<file path="config.mk">
export PLATFORM = sky130hd
export DESIGN_NAME = uart_rx_controller
export DESIGN_NICKNAME = d
export VERILOG_FILES = /design/src/rtl/uart_rx_pkg.sv /design/src/rtl/uart_rx_edge_bit_counter.sv /design/src/rtl/uart_rx_controller.sv
export SDC_FILE = /design/constraint.sdc
export NUM_CORES = 1
export LEC_CHECK = 0
export ABC_AREA = 0
export CORE_MARGIN = 2
export CORE_UTILIZATION = 40
export CTS_CLUSTER_SIZE = 40
export DETAILED_ROUTE_END_ITERATION = 10
export GPL_ROUTABILITY_DRIVEN = 0
export PLACE_DENSITY = 0.63
export SYNTH_ARGS = -nofsm -noshare
export SYNTH_HDL_FRONTEND = slang
export SYNTH_SLANG_ARGS = --single-unit
</file>
<file path="constraint.sdc">
create_clock -name UCLK -period 1.7 [get_ports UCLK]
set_input_delay 0.34 -clock UCLK [delete_from_list [all_inputs] [get_ports UCLK]]
set_output_delay 0.34 -clock UCLK [all_outputs]
set_load 0.05 [all_outputs]
</file>
<file path="src/rtl/uart_rx_pkg.sv">
// uart_rx_pkg: shared state encoding and sizing helpers for the UART receiver
package uart_rx_pkg;
  typedef enum logic [2:0] {ST_IDLE, ST_START, ST_DATA, ST_PARITY, ST_STOP} state_e;
  localparam int OVERSAMPLE_DEF = 16;
  function automatic int mid_of(input int os);
    return os / 2 - 1;
  endfunction
  function automatic int bit_cnt_w(input int dw);
    return $clog2(dw + 1);
  endfunction
endpackage

</file>
<file path="src/rtl/uart_rx_edge_bit_counter.sv">
// uart_rx_edge_bit_counter: oversample tick counter with mid/wrap flags and per-frame bit counter
module uart_rx_edge_bit_counter
  import uart_rx_pkg::*;
#(
  parameter int DATA_WIDTH = 8,
  parameter int OVERSAMPLE = OVERSAMPLE_DEF
) (
  input  logic                             clk,
  input  logic                             rst,
  input  logic                             clear_i,
  input  logic                             advance_i,
  output logic                             mid_o,
  output logic                             wrap_o,
  output logic [bit_cnt_w(DATA_WIDTH)-1:0] bit_cnt_o
);
  localparam int TW = $clog2(OVERSAMPLE);
  localparam int BW = bit_cnt_w(DATA_WIDTH);
  logic [TW-1:0] tick_q;
  logic [BW-1:0] bit_q;
  assign mid_o     = tick_q == TW'(mid_of(OVERSAMPLE));
  assign wrap_o    = tick_q == TW'(OVERSAMPLE - 1);
  assign bit_cnt_o = bit_q;
  always_ff @(posedge clk) begin
    if (rst || clear_i) begin
      tick_q <= '0;
      bit_q  <= '0;
    end else if (advance_i) begin
      tick_q <= tick_q + 1'b1;
      bit_q  <= bit_q + BW'(wrap_o);
    end
  end
endmodule

</file>
<file path="src/rtl/uart_rx_controller.sv">
// uart_rx_controller: oversampling UART receive FSM producing sample strobes and frame status pulses
module uart_rx_controller
  import uart_rx_pkg::*;
#(
  parameter int DATA_WIDTH = 8,
  parameter int OVERSAMPLE = OVERSAMPLE_DEF
) (
  input  logic UCLK,
  input  logic reset,
  input  logic rx_in,
  input  logic parity_en,
  input  logic parity_bit_error,
  output logic sampled_bit,
  output logic deser_en,
  output logic par_chk_en,
  output logic data_valid,
  output logic frame_error,
  output logic parity_error,
  output logic busy
);
  localparam int BW = bit_cnt_w(DATA_WIDTH);
  state_e state_q, state_d;
  logic par_q, mid, wrap, clear, stop_mid, perr;
  logic [BW-1:0] bit_cnt;
  uart_rx_edge_bit_counter #(.DATA_WIDTH(DATA_WIDTH), .OVERSAMPLE(OVERSAMPLE)) u_cnt (
    .clk       (UCLK),
    .rst       (reset),
    .clear_i   (clear),
    .advance_i (state_q != ST_IDLE),
    .mid_o     (mid),
    .wrap_o    (wrap),
    .bit_cnt_o (bit_cnt)
  );
  assign state_d = state_q == ST_IDLE   ? (rx_in ? ST_IDLE : ST_START) :
                   state_q == ST_START  ? (mid && rx_in ? ST_IDLE : wrap ? ST_DATA : ST_START) :
                   state_q == ST_DATA   ? (wrap && bit_cnt == BW'(DATA_WIDTH - 1) ?
                                           (par_q ? ST_PARITY : ST_STOP) : ST_DATA) :
                   state_q == ST_PARITY ? (wrap ? ST_STOP : ST_PARITY) :
                                          (mid ? ST_IDLE : ST_STOP);
  assign clear    = state_q == ST_IDLE || state_d == ST_IDLE || (state_q == ST_START && wrap);
  assign stop_mid = state_q == ST_STOP && mid;
  assign perr     = par_q && parity_bit_error;
  assign busy     = state_q != ST_IDLE;
  always_ff @(posedge UCLK) begin
    if (reset) begin
      state_q      <= ST_IDLE;
      par_q        <= 1'b0;
      sampled_bit  <= 1'b0;
      deser_en     <= 1'b0;
      par_chk_en   <= 1'b0;
      data_valid   <= 1'b0;
      frame_error  <= 1'b0;
      parity_error <= 1'b0;
    end else begin
      state_q      <= state_d;
      par_q        <= state_q == ST_IDLE && !rx_in ? parity_en : par_q;
      sampled_bit  <= mid ? rx_in : sampled_bit;
      deser_en     <= state_q == ST_DATA && mid;
      par_chk_en   <= state_q == ST_PARITY && mid;
      frame_error  <= stop_mid && !rx_in;
      parity_error <= stop_mid && perr;
      data_valid   <= stop_mid && rx_in && !perr;
    end
  end
endmodule
</file>
==> impl_metrics.env <==
export IMPL_status="finished clean"
export IMPL_synth_top_area_frac=0.434
export IMPL_max_freq_mhz=619
export IMPL_viasPerCell=5.24
export IMPL_finalCritPeriodShare=0.950
export IMPL_nFillCells=192
export IMPL_grt_total_usage=0.166
export IMPL_grt_setup_unrepaired="yes"
export IMPL_synthTopCellsByArea="dfxtp_1 (43%), a211oi_1 (6.3%), xnor2_1 (4.2%)"
export IMPL_path_clk_slew_ns=0.10
export IMPL_synth_edff_count=0
export IMPL_clkLatencyLatePin_ns=0.30
export IMPL_multiInputGateArea_um2=432
export IMPL_ys_ff_latch=18
export IMPL_grt_pass1_wl_mm=3.13
export IMPL_ys_flop_type="dfxtp_1"
export IMPL_grt_overflow=0
export IMPL_yosysSeqAreaShare=0.434
export IMPL_gr_usage_met3=0.0303
export IMPL_diodes=0
export IMPL_synthCells=88
export IMPL_arrival_ns=1.79
export IMPL_synth_area_leader_cell="dfxtp_1"
export IMPL_vias=708
export IMPL_clock_path_buffers=2
export IMPL_vdd_drop_max_mv=0.405
export IMPL_cts_tree="built"
export IMPL_grt_util_met2=0.284
export IMPL_hpwl_mm=1.31
export IMPL_crit_fanout=7
export IMPL_drtIter0Drc=19
export IMPL_syn_avg_cell_area_um2=9.43
export IMPL_numCtsBuffers=3
export IMPL_fp_dieArea_mm2=0.00245
export IMPL_coreArea_mm2=0.00196
export IMPL_synthAdderAreaFrac=0.0302
export IMPL_maxSlewViolCount=0
export IMPL_pin_count=12
export IMPL_synthArstFlopShare=0
export IMPL_finalHoldWorstSlack_ns=0.425
export IMPL_fp_dieW_um=49.5
export IMPL_root_buffer="clkbuf_4"
export IMPL_clock_skew_ns=0.00449
export IMPL_initial_core_util=0.423
export IMPL_antenna_left=0
export IMPL_synth_warnings=0
export IMPL_critPathCaptureType="flop"
export IMPL_path_class="flop to flop"
export IMPL_powerDensity_mw_per_mm2=726
export IMPL_row_count=16
export IMPL_drive_gt1_frac=0.278
export IMPL_met1_usage=0.198
export IMPL_area_growth_pct=27.8
export IMPL_required_ns=1.87
export IMPL_total_leakage_power_nw=0.398
export IMPL_max_cap_viol_count=0
export IMPL_drc=0
export IMPL_hold_violations=0
export IMPL_clock_sinks=18
export IMPL_grt_pass1_vias=698
export IMPL_hold_buffers=0
export IMPL_synthXorXnorAreaFrac=0.0528
export IMPL_finalSetupViolCount=0
export IMPL_synth_simple_gate_area_frac=0.250
export IMPL_startpoint_type="flop"
export IMPL_drt_first_pass_iters=4
export IMPL_gr_max_usage_layer="met2"
export IMPL_synth_top_family_by_area="simple AND/OR/NAND/NOR gates"
export IMPL_worstMarginPinSlew_ns=0.435
export IMPL_grt_max_degree=11
export IMPL_ff_latch_area_um2=367
export IMPL_numPortBuffers=11
export IMPL_antenna_found_initial=0
export IMPL_synth_compound_area_frac=0.161
export IMPL_period_needed_ns=1.62
export IMPL_routed_wirelength_mm=1.81
export IMPL_hold_path_class="flop to flop"
export IMPL_yosys_mux_area_fraction=0.0121
export IMPL_utilization=0.540
export IMPL_wire_per_inst_um=13.4
export IMPL_slew_headroom=0.707
export IMPL_die_height_um=49.5
export IMPL_yosysUniqueCellTypes=34
export IMPL_synth_fp_nets=95
export IMPL_fin_nets=116
export IMPL_htree_num_levels=1
export IMPL_netlist_area_um2=830
==> state kept, by name, summed over array words and instances, names as in the netlist <==
signal and count:
state_q 3, deser_en 1, par_q 1, u_cnt.tick_q 4, frame_error 1, data_valid 1, u_cnt.bit_cnt_o 4, sampled_bit 1
par_chk_en 1, parity_error 1
==> what timing repair did <==
item / CTS / global route
pin swaps: 1 / 1
endpoints found under the setup margin: 8 / 8
gates resized for setup: 1 / 6
buffers inserted: 1 / 0
==> where the power goes <==
group	switching (W)	leakage (nW)	internal, W
Sequential	0.00000575	0.148	0.000425
Combinational	0.0000369	0.229	0.0000329
Clock	0.000138	0.0210	0.000131
==> cell usage after synthesis (2+ instances only) <==
| master | count |
|---|---|
| a41oi_1 | 2 |
| nand2b_1 | 3 |
| nor2_1 | 6 |
| nand3_1 | 2 |
| inv_1 | 5 |
| nand2_1 | 6 |
| buf_4 | 2 |
| a21oi_1 | 4 |
| and3_1 | 2 |
| nor4_1 | 3 |
| dfxtp_1 | 18 |
| nand4_1 | 2 |
| xnor2_1 | 4 |
| a211oi_1 | 7 |
| nor3_1 | 2 |
| ha_1 | 2 |
==> cell usage in the layout (no fill, tap or decap), drive strengths merged, types with 3 or more instances in the layout <==
master	count
nor2	6
inv	5
a211oi	7
nand2	6
nor4	3
buf	16
dfxtp	18
clkdlybuf4s50	4
nand2b	3
nor3	3
clkbuf	4
a21oi	5
xnor2	4
==> per-stage QoR <==
| step | std cells | cell area [um2] | TNS, ns | total power [W] | worst slack (ns) |
|---|---|---|---|---|---|
| after global placement | 130 | 998 | -0.127 | 0.000506 | -0.0257 |
| after CTS | 135 | 1050 | 0 | 0.000784 | 0.0302 |
| after detailed placement | 130 | 998 | -0.372 | 0.000506 | -0.0735 |
| after floorplan | 88 | 830 | 0 | 0.000474 | 0.0376 |
| after global routing | 135 | 1060 | -0.0287 | 0.000808 | -0.0134 |
| final | 135 | 1060 | 0 | 0.000769 | 0.0843 |
==> cells by family (layout without fill, tap and decap cells) <==
family / after synthesis / count (layout)
and+or+nand+nor: 35 / 35
AOI/OAI and AO/OA: 18 / 18
buffers and inverters: 9 / 29
adders and majority gates: 2 / 2
xor gates and xnor gates: 5 / 5
DFF: 18 / 18
muxes: 1 / 1
==> path summary, 6_finish.rpt <==
check,slack [ns],end,depth (start not counted),start
worst max-delay path,0.08,u_cnt.bit_cnt_o[3],5,u_cnt.tick_q[0]
worst min-delay path,0.42,u_cnt.tick_q[0],1,u_cnt.tick_q[0]
worst max register to register,0.08,u_cnt.bit_cnt_o[3],5,u_cnt.tick_q[0]
worst min register to register,0.42,u_cnt.tick_q[0],1,u_cnt.tick_q[0]
==> critical path, cell delays in order (launching register included) <==
cell and delay [ns]:
dfxtp_2 0.35, ha_1 0.16, nand2_1 0.07, or4_4 0.54, a21oi_4 0.24, a211oi_1 0.12
==> routing by layer <==
metal  vias to the layer above  routed length, um
met5                         -                  0
met4                         0                 38
met3                         3                 61
met2                        15                878
met1                       330                827
li1                        360                  -
==> final cells by class <==
type,count,area share
Multi-Input combinational cell,61,0.407
Sequential cell,18,0.346
Clock buffer,4,0.0342
Tap cell,27,0.0319
Timing Repair Buffer,20,0.163
Inverter,5,0.0177
Note: power is estimated with default switching activity, not from simulation.
